`config.mk`:
```
export PLATFORM = sky130hd
export DESIGN_NAME = nibble_link_host_flat
export DESIGN_NICKNAME = d
export VERILOG_FILES = /design/src/rtl/nibble_link_host_if.sv /design/src/rtl/nibble_link_host.sv /design/src/flat_wrapper.sv
export SDC_FILE = /design/constraint.sdc
export NUM_CORES = 1
export LEC_CHECK = 0
export ABC_AREA = 1
export BUFFER_PORTS_ARGS = -buffer_cell sky130_fd_sc_hd__buf_2
export CORE_ASPECT_RATIO = 1.5
export CORE_UTILIZATION = 40
export CTS_BUF_LIST = sky130_fd_sc_hd__clkbuf_8
export CTS_CLUSTER_DIAMETER = 60
export DETAILED_ROUTE_END_ITERATION = 10
export PLACE_DENSITY = 0.72
export REMOVE_ABC_BUFFERS = 1
export SETUP_SLACK_MARGIN = 0.15
export SYNTH_ARGS = -nofsm -noshare
export SYNTH_HDL_FRONTEND = slang
export SYNTH_SLANG_ARGS = --single-unit
```
`constraint.sdc`:
```
create_clock -name sys_clk -period 3.9 [get_ports sys_clk]
set_input_delay 0.78 -clock sys_clk [delete_from_list [all_inputs] [get_ports sys_clk]]
set_output_delay 0.78 -clock sys_clk [all_outputs]
set_load 0.005 [all_outputs]
```
`src/rtl/nibble_link_host_if.sv`:
```
// Bus bundle between the nibble_link_host and its environment: command handshake,
// serial TX toward the wrapper, strobed RX from the wrapper and the response port.
interface nibble_link_host_if #(
    parameter int NIBBLE_W = 4,
    parameter int WORD_W   = 32
);
    logic [WORD_W-1:0]   cmd_data;
    logic                cmd_dir;
    logic                cmd_valid;
    logic                cmd_ready;
    logic [NIBBLE_W-1:0] tx_nibble;
    logic                tx_dir;
    logic                tx_frame_start;
    logic                tx_active;
    logic [NIBBLE_W-1:0] rx_nibble;
    logic                rx_strobe;
    logic [WORD_W-1:0]   rsp_data;
    logic                rsp_valid;
    logic                rsp_overrun;

    // master: command source plus the wrapper's return path; slave: the link host itself
    modport master (
        output cmd_data, cmd_dir, cmd_valid, rx_nibble, rx_strobe,
        input  cmd_ready, tx_nibble, tx_dir, tx_frame_start, tx_active,
        input  rsp_data, rsp_valid, rsp_overrun
    );

    modport slave (
        input  cmd_data, cmd_dir, cmd_valid, rx_nibble, rx_strobe,
        output cmd_ready, tx_nibble, tx_dir, tx_frame_start, tx_active,
        output rsp_data, rsp_valid, rsp_overrun
    );
endinterface

```
`src/rtl/nibble_link_host.sv`:
```
// Host-side peer of the nibble-serial wrapper: serialises 32-bit commands MSB nibble
// first into back-to-back frames and reassembles strobed nibble responses.
module nibble_link_host #(
    parameter int NIBBLE_W = 4,
    parameter int WORD_W   = 32,
    parameter int RX_DUP   = 1
) (
    input logic               sys_clk,
    input logic               rst,
    nibble_link_host_if.slave bus
);
    localparam int SLOTS  = WORD_W / NIBBLE_W;
    localparam int SLOT_W = $clog2(SLOTS);
    localparam int SKIP_W = (RX_DUP > 1) ? $clog2(RX_DUP + 1) : 1;
    localparam int PART_W = WORD_W - NIBBLE_W;

    typedef enum logic {TX_IDLE, TX_SEND} tx_state_t;
    typedef enum logic [1:0] {RX_WAIT, RX_SKIP, RX_COLLECT} rx_state_t;

    tx_state_t           tx_state_reg;
    logic [SLOT_W-1:0]   slot_reg;
    logic [WORD_W-1:0]   tx_shift_reg;
    logic [NIBBLE_W-1:0] tx_nibble_reg;
    logic                tx_dir_reg;
    logic                tx_frame_start_reg;
    logic                tx_active_reg;
    logic                last_slot;
    logic                cmd_ready_int;
    logic                cmd_fire;

    // Ready during the final slot lets the next frame start with zero gap cycles
    assign last_slot     = (slot_reg == SLOT_W'(SLOTS - 1));
    assign cmd_ready_int = (tx_state_reg == TX_IDLE) || ((tx_state_reg == TX_SEND) && last_slot);
    assign cmd_fire      = bus.cmd_valid && cmd_ready_int;

    always_ff @(posedge sys_clk) begin
        if (rst) begin
            tx_state_reg       <= TX_IDLE;
            slot_reg           <= '0;
            tx_shift_reg       <= '0;
            tx_nibble_reg      <= '0;
            tx_dir_reg         <= 1'b0;
            tx_frame_start_reg <= 1'b0;
            tx_active_reg      <= 1'b0;
        end else if (cmd_fire) begin
            // Slot 0 goes out straight from cmd_data; the shifter keeps the remaining nibbles
            tx_state_reg       <= TX_SEND;
            slot_reg           <= '0;
            tx_shift_reg       <= bus.cmd_data << NIBBLE_W;
            tx_nibble_reg      <= bus.cmd_data[WORD_W-1 -: NIBBLE_W];
            tx_dir_reg         <= bus.cmd_dir;
            tx_frame_start_reg <= 1'b1;
            tx_active_reg      <= 1'b1;
        end else if (tx_state_reg == TX_SEND) begin
            tx_frame_start_reg <= 1'b0;
            if (last_slot) begin
                tx_state_reg  <= TX_IDLE;
                slot_reg      <= '0;
                tx_nibble_reg <= '0;
                tx_active_reg <= 1'b0;
            end else begin
                slot_reg      <= slot_reg + SLOT_W'(1);
                tx_nibble_reg <= tx_shift_reg[WORD_W-1 -: NIBBLE_W];
                tx_shift_reg  <= tx_shift_reg << NIBBLE_W;
            end
        end
    end

    assign bus.cmd_ready      = cmd_ready_int;
    assign bus.tx_nibble      = tx_nibble_reg;
    assign bus.tx_dir         = tx_dir_reg;
    assign bus.tx_frame_start = tx_frame_start_reg;
    assign bus.tx_active      = tx_active_reg;

    rx_state_t         rx_state_reg;
    logic [PART_W-1:0] rx_word_reg;
    logic [SLOT_W-1:0] nib_cnt_reg;
    logic [SKIP_W-1:0] skip_cnt_reg;
    logic [WORD_W-1:0] rsp_data_reg;
    logic              rsp_valid_reg;
    logic              rsp_overrun_reg;

    always_ff @(posedge sys_clk) begin
        if (rst) begin
            rx_state_reg    <= RX_WAIT;
            rx_word_reg     <= '0;
            nib_cnt_reg     <= '0;
            skip_cnt_reg    <= '0;
            rsp_data_reg    <= '0;
            rsp_valid_reg   <= 1'b0;
            rsp_overrun_reg <= 1'b0;
        end else begin
            rsp_valid_reg   <= 1'b0;
            rsp_overrun_reg <= 1'b0;
            if (bus.rx_strobe) begin
                // A strobe always restarts capture; it only counts as overrun if one was in flight
                if (rx_state_reg != RX_WAIT) rsp_overrun_reg <= 1'b1;
                rx_word_reg  <= PART_W'(bus.rx_nibble);
                nib_cnt_reg  <= '0;
                skip_cnt_reg <= SKIP_W'(RX_DUP);
                rx_state_reg <= (RX_DUP == 0) ? RX_COLLECT : RX_SKIP;
            end else begin
                case (rx_state_reg)
                    RX_SKIP: begin
                        if (skip_cnt_reg == SKIP_W'(1)) rx_state_reg <= RX_COLLECT;
                        skip_cnt_reg <= skip_cnt_reg - SKIP_W'(1);
                    end
                    RX_COLLECT: begin
                        rx_word_reg <= {rx_word_reg[PART_W-NIBBLE_W-1:0], bus.rx_nibble};
                        nib_cnt_reg <= nib_cnt_reg + SLOT_W'(1);
                        if (nib_cnt_reg == SLOT_W'(SLOTS - 2)) begin
                            rsp_data_reg  <= {rx_word_reg, bus.rx_nibble};
                            rsp_valid_reg <= 1'b1;
                            rx_state_reg  <= RX_WAIT;
                        end
                    end
                    default: ;
                endcase
            end
        end
    end

    assign bus.rsp_data    = rsp_data_reg;
    assign bus.rsp_valid   = rsp_valid_reg;
    assign bus.rsp_overrun = rsp_overrun_reg;
endmodule

```
`src/flat_wrapper.sv`:
```
// flat-port wrapper written by rule: the top's interface ports become plain ports
module nibble_link_host_flat 
#(
    parameter int NIBBLE_W = 4,
    parameter int WORD_W   = 32,
    parameter int RX_DUP   = 1
)
  (sys_clk, rst, bus_cmd_data, bus_cmd_dir, bus_cmd_valid, bus_rx_nibble, bus_rx_strobe, bus_cmd_ready, bus_tx_nibble, bus_tx_dir, bus_tx_frame_start, bus_tx_active, bus_rsp_data, bus_rsp_valid, bus_rsp_overrun);
  nibble_link_host_if #(.NIBBLE_W(NIBBLE_W), .WORD_W(WORD_W)) bus_i ();
  input logic sys_clk;
  input logic rst;
  input wire logic [$bits(bus_i.cmd_data)-1:0] bus_cmd_data;
  input wire logic [$bits(bus_i.cmd_dir)-1:0] bus_cmd_dir;
  input wire logic [$bits(bus_i.cmd_valid)-1:0] bus_cmd_valid;
  input wire logic [$bits(bus_i.rx_nibble)-1:0] bus_rx_nibble;
  input wire logic [$bits(bus_i.rx_strobe)-1:0] bus_rx_strobe;
  output wire logic [$bits(bus_i.cmd_ready)-1:0] bus_cmd_ready;
  output wire logic [$bits(bus_i.tx_nibble)-1:0] bus_tx_nibble;
  output wire logic [$bits(bus_i.tx_dir)-1:0] bus_tx_dir;
  output wire logic [$bits(bus_i.tx_frame_start)-1:0] bus_tx_frame_start;
  output wire logic [$bits(bus_i.tx_active)-1:0] bus_tx_active;
  output wire logic [$bits(bus_i.rsp_data)-1:0] bus_rsp_data;
  output wire logic [$bits(bus_i.rsp_valid)-1:0] bus_rsp_valid;
  output wire logic [$bits(bus_i.rsp_overrun)-1:0] bus_rsp_overrun;
  assign bus_i.cmd_data = bus_cmd_data;
  assign bus_i.cmd_dir = bus_cmd_dir;
  assign bus_i.cmd_valid = bus_cmd_valid;
  assign bus_i.rx_nibble = bus_rx_nibble;
  assign bus_i.rx_strobe = bus_rx_strobe;
  assign bus_cmd_ready = bus_i.cmd_ready;
  assign bus_tx_nibble = bus_i.tx_nibble;
  assign bus_tx_dir = bus_i.tx_dir;
  assign bus_tx_frame_start = bus_i.tx_frame_start;
  assign bus_tx_active = bus_i.tx_active;
  assign bus_rsp_data = bus_i.rsp_data;
  assign bus_rsp_valid = bus_i.rsp_valid;
  assign bus_rsp_overrun = bus_i.rsp_overrun;
  nibble_link_host #(.NIBBLE_W(NIBBLE_W), .WORD_W(WORD_W), .RX_DUP(RX_DUP)) u_core (.sys_clk(sys_clk), .rst(rst), .bus(bus_i));
endmodule
```
==> impl_metrics.csv, run 1 <==
group,metric,value,unit
outcome,status,"completed",
placement,place_ws,1.705,ns
logic_synthesis,synth_warnings,0,
placement,finalWeightedCongestion,0.7627,
logic_synthesis,ys_seq_elements,107,
routing,drt-total-wl,9221,µm
hold_path,hold_depth,2,
timing,whs,0.4667,ns
cts,cts_max_level,3,
setup_path,cp_max_fo,3,
power,p_per_area,412.3,nW/µm²
cts,postCtsSetupBuffers,0,
layout,largest_reg_flops,32,
timing,rsz0062_at_grt,"false",
layout,final_util,47.70,%
setup_path,required,3.12,ns
cts,cts_tree,"built",
cts,clock-root-buffer,"clkbuf_8",
hold_path,hp-class,"reg -> reg",
timing,fmax,466.4,MHz
power,peakVddDrop,0.2250,mV
logic_synthesis,synth.distinct_cells,18,
setup_path,cp.arrival,1.36,ns
layout,syn2layout_area_growth,14.71,%
placement,hpwl,6111,µm
placement,placed_area,4677,µm²
routing,wl_per_cell,11.73,µm
routing,drtIter0Drc,175,
die,die_x,86.28,µm
logic_synthesis,netlist_area,4262,µm²
logic_synthesis,async_flop_share,0,%
logic_synthesis,synth_edf_count,0,
timing,tightest_slew,1.108,ns
layout,fin_nets,688,
grt,grt.overflow.total,0,
logic_synthesis,yosysSeqAreaShare,50.26,%
routing,final_antenna_net_count,0,
die,start_util,41.59,%
cts,clockBufferDepth,2,
setup_path,start_kind,"register",
setup_path,ff2ff_path_depth,7,
logic_synthesis,netlist_instances,581,
setup_path,critPathKind,"reg -> out",
cts,cts-resized-gates,0,
setup_path,rr_startpoint,"u_core.slot_reg[0]",
layout,design_area,4888,µm²
timing,hold_viol,0,
power,total_leakage_power,2.283,nW
cts,hold_buffers,0,
die,die_area,11080,µm²
timing,clock_skew,0.007752,ns
grt,grt_usage,17.43,%
cts,clock-sinks,107,
grt,antenna_found_initial,0,
grt,grt_pass1_vias,3537,
routing,drc,0,
timing,setup_ws,1.756,ns
placement,io_buffers,82,
logic_synthesis,ys.flop_type,"dfxtp_1",
die,core_area,10250,µm²
layout,antenna_cells,0,
grt,grt_max_degree,63,
job,maxCapViolations,0,
layout,finalNonFillerCells,786,
setup_path,r2r_slack,1.85,ns
logic_synthesis,yosysTopAreaCellShare,50.26,%
setup_path,endpoint_kind,"output port",
die,io_pins,83,
cts,cts.clk_slew.worst_paths,0.10,ns
logic_synthesis,yosys.area.top_type,"dfxtp_1",
hold_path,hp-start,"u_core.tx_shift_reg[4]",
timing,relSlewSlack,26.07,%
die,fp-row-count,45,
timing,setup_viol,0,
cts,insertion_delay,0.36,ns
logic_synthesis,avgSynthCellArea,7.335,µm²
routing,vias,3855,
timing,setup_tns,0,ns
logic_synthesis,synth_top_cells_by_count,"nand2_1 (121), dfxtp_1 (107), nor2_1 (94)",
power,total_power,2.015,mW
logic_synthesis,yosysMostFrequentCell,"nand2_1",
timing,min_period,2.144,ns
setup_path,timing.rr.end,"u_core.bus.tx_nibble[2]",
logic_synthesis,synthTopCellsByArea,"dfxtp_1 (50%), nand2_1 (11%), nand3_1 (9.3%)",
layout,final_layout_size_suffix_gt1_share,17.36,%
placement,dp_cells,770,
routing,routed_via_density,4.905,
timing,slew_viol_final,0,
die,die_h,128.4,µm
routing,drt_first_pass_iters,5,
grt,grt_pass1_wl,15550,µm
timing,final.period_utilization,54.98,%
cts,cts_buffers,9,
hold_path,hold_end,"u_core.tx_shift_reg[4]",
[per-layer routing]
layer / share of wire (%) / up-vias / track usage (%)
li1: - / 1959 / -
met1: 44 / 1783 / 19.69
met2: 50 / 102 / 32.07
met3: 4.7 / 11 / 3.464
met4: 1.5 / 0 / 6.275
met5: 0 / - / 0
[power by group]
part	switching (mW)	internal, mW
combinational	0.112	0.0616
sequential	0.0167	1.12
clock	0.368	0.334
total	0.497	1.52
[layout by cell type, fill, tap and decap left out]
cell / Yosys / final
o21ai_0: 12 / 12
ha_1: 7 / 7
clkinv_2: 0 / 1
clkinvlp_4: 0 / 1
buf_2: 17 / 82
nand3_1: 79 / 79
inv_1: 40 / 40
dfxtp_1: 107 / 107
inv_6: 0 / 1
o21ai_1: 32 / 32
clkbuf_8: 0 / 11
a21oi_1: 40 / 40
nand2_2: 1 / 1
clkinv_4: 0 / 1
nor2_2: 3 / 3
nor3_1: 1 / 1
nand4_2: 1 / 1
nor2_1: 94 / 94
bufinv_16: 0 / 1
nand2_1: 121 / 121
inv_2: 6 / 6
buf_4: 5 / 3
[kinds of logic (layout without fill, tap and decap cells)]
kind of cell    after synthesis  after routing  synth area share, %
compound gates               84             84                9.865
fa+ha+maj                     7              7                2.055
buf+inv                      83            147                8.602
flops                       107            107                50.26
simple gates                300            300                29.21
[critical path, stage by stage (launching register included)]
cell	delay [ns]
dfxtp_1	0.34
ha_1	0.20
ha_1	0.20
inv_1	0.07
nand2_1	0.06
buf_2	0.13
[area by class of cell]
class	count	area (µm²)
Timing Repair Buffer	85	432.9
Tap cell	141	176.4
Clock buffer	11	151.4
Clock inverter	5	60.06
Inverter	46	172.7
Fill cell	1069	5359
Multi-Input combinational cell	391	1753
Sequential cell	107	2142
[worst max-delay path by stage]
| stage | startpoint | end | slack, ns | depth (start not counted) |
|---|---|---|---|---|
| after floorplan | u_core.rx_state_reg[0] | u_core.bus.rsp_data[19] | 1.41 | 6 |
| after global placement | rst | u_core.rx_word_reg[1] | 1.74 | 4 |
| after detailed placement | rst | u_core.slot_reg[1] | 1.71 | 4 |
| after CTS | u_core.slot_reg[0] | bus_cmd_ready | 1.73 | 5 |
| after global routing | u_core.slot_reg[0] | u_core.bus.tx_nibble[2] | 1.61 | 7 |
| final | u_core.slot_reg[0] | bus_cmd_ready | 1.76 | 5 |
Note: power is estimated with default switching activity, not from simulation.
==> run 2: changes to the inputs <==
clock period = 2 ns   (was 3.9 ns; I/O delays follow)
==> impl_metrics.csv, run 2 (synthesis results as in run 1) <==
group,metric,value,unit
power,p_per_area,764.4,nW/µm²
cts,clockBufferDepth,2,
placement,placed_area,4742,µm²
setup_path,critPathKind,"reg -> out",
die,io_pins,83,
layout,finalNonFillerCells,796,
setup_path,r2r_slack,0.30,ns
timing,rsz0062_at_grt,"false",
cts,cts_buffers,9,
setup_path,ff2ff_path_depth,7,
power,total_leakage_power,2.329,nW
die,fp-row-count,45,
cts,cts_max_level,3,
layout,fin_nets,699,
outcome,status,"completed",
timing,min_period,1.728,ns
timing,fmax,578.6,MHz
grt,grt_usage,18.69,%
die,die_x,86.28,µm
routing,routed_via_density,4.886,
routing,wl_per_cell,12.19,µm
routing,drt-total-wl,9700,µm
placement,finalWeightedCongestion,0.7569,
placement,hpwl,6760,µm
timing,slew_viol_final,0,
grt,antenna_found_initial,0,
setup_path,timing.rr.end,"u_core.rx_word_reg[2]",
routing,final_antenna_net_count,0,
routing,drc,0,
setup_path,endpoint_kind,"output port",
grt,grt.overflow.total,0,
timing,setup_viol,0,
die,core_area,10250,µm²
timing,final.period_utilization,86.42,%
routing,drt_first_pass_iters,5,
die,die_h,128.4,µm
die,die_area,11080,µm²
hold_path,hp-class,"in -> reg",
grt,grt_pass1_wl,16500,µm
layout,final_util,48.56,%
grt,grt_max_degree,38,
power,total_power,3.804,mW
layout,design_area,4976,µm²
job,maxCapViolations,0,
timing,clock_skew,0.009323,ns
cts,cts_tree,"built",
cts,clock-root-buffer,"clkbuf_8",
cts,clock-sinks,107,
cts,hold_buffers,0,
routing,vias,3889,
routing,drtIter0Drc,153,
layout,mostFrequentLayoutCell,"nand2_1",
cts,cts.clk_slew.worst_paths,0.09,ns
placement,io_buffers,82,
setup_path,cp.arrival,1.33,ns
power,peakVddDrop,0.3840,mV
setup_path,start_kind,"register",
layout,antenna_cells,0,
die,start_util,41.59,%
placement,dp_cells,777,
timing,relSlewSlack,56.01,%
setup_path,required,1.60,ns
grt,grt_pass1_vias,3667,
setup_path,setup.worst_path.end,"bus_cmd_ready",
layout,syn2layout_area_growth,16.76,%
setup_path,cp_max_fo,2,
timing,hold_viol,0,
layout,fill_cells,1039,
setup_path,rr_startpoint,"u_core.rx_state_reg[0]",
layout,final_layout_size_suffix_gt1_share,19.24,%
layout,final_cell_mix,"nand2_1 (120), dfxtp_1 (106), nor2_1 (94)",
cts,insertion_delay,0.37,ns
setup_path,critPathLaunch,"u_core.slot_reg[0]",
timing,tightest_slew,0.6591,ns
layout,largest_reg_flops,32,
-- run 2: cell count changes in the layout (fill, tap and decap cells not counted), sizes merged --
| cell | change |
|---|---|
| buf | +11 |
| bufinv | -1 |
| clkinv | +1 |
| inv | -1 |
-- run 2: where the power goes --
part | leakage (nW) | total, mW | switching [mW] | internal, mW
clock | 0.0912 | 1.21 | 0.699 | 0.512
sequential | 0.870 | 2.22 | 0.0341 | 2.19
combinational | 1.37 | 0.369 | 0.226 | 0.143
total | 2.33 | 3.80 | 0.959 | 2.84
-- run 2: critical path: stages, from the launching register on --
cell     delay [ns]
dfxtp_2        0.33
ha_1           0.19
ha_2           0.19
inv_2          0.07
nand2_4        0.05
buf_2          0.13
-- run 2: worst min-delay path by stage --
| stage | endpoint | start | depth (start not counted) |
|---|---|---|---|
| 2_1_floorplan | u_core.tx_shift_reg[4] | u_core.tx_shift_reg[4] | 2 |
| 3_3_place_gp | u_core.bus.tx_dir | u_core.bus.tx_dir | 2 |
| 3_5_place_dp | u_core.bus.tx_dir | u_core.bus.tx_dir | 2 |
| 4_1_cts | u_core.tx_shift_reg[4] | rst | 2 |
| 5_1_grt | u_core.bus.rsp_data[0] | bus_rx_nibble[0] | 3 |
| 6_report | u_core.tx_shift_reg[4] | rst | 2 |
-- run 2: final cells by class --
type / count / area, µm² / share of cell area, %
Timing Repair Buffer: 96 / 540.5 / 10.86
Tap cell: 141 / 176.4 / 3.545
Inverter: 46 / 175.2 / 3.520
Multi-Input combinational cell: 391 / 1763 / 35.43
Sequential cell: 107 / 2143 / 43.07
Clock inverter: 4 / 26.28 / 0.5280
Clock buffer: 11 / 151.4 / 3.042
-- run 2: metal layers --
layer | vias to the layer above | GRT usage (%) | wire, µm
met2 | 113 | 33.47 | 4926
met3 | 17 | 4.362 | 447
li1 | 1985 | - | -
met1 | 1774 | 21.33 | 4157
met4 | 0 | 7.157 | 170
met5 | - | 0 | 0
-- run 2: timing repair --
item	CTS	global route
endpoints found under the setup margin	1	33
resized for setup	4	3
pin swaps	0	0
setup buffers	0	4
hold endpoints to repair	0	0
-- run 2: metrics by stage --
stage	hold slack, ns	worst slack [ns]	setup TNS [ns]
final	0.2867	0.2717	0
after global routing	0.2746	0.1730	0
after CTS	0.2678	0.1738	0
after detailed placement	0.4555	0.2269	0
after global placement	0.4472	0.3369	0
after floorplan	0.4330	-0.4934	-16.82
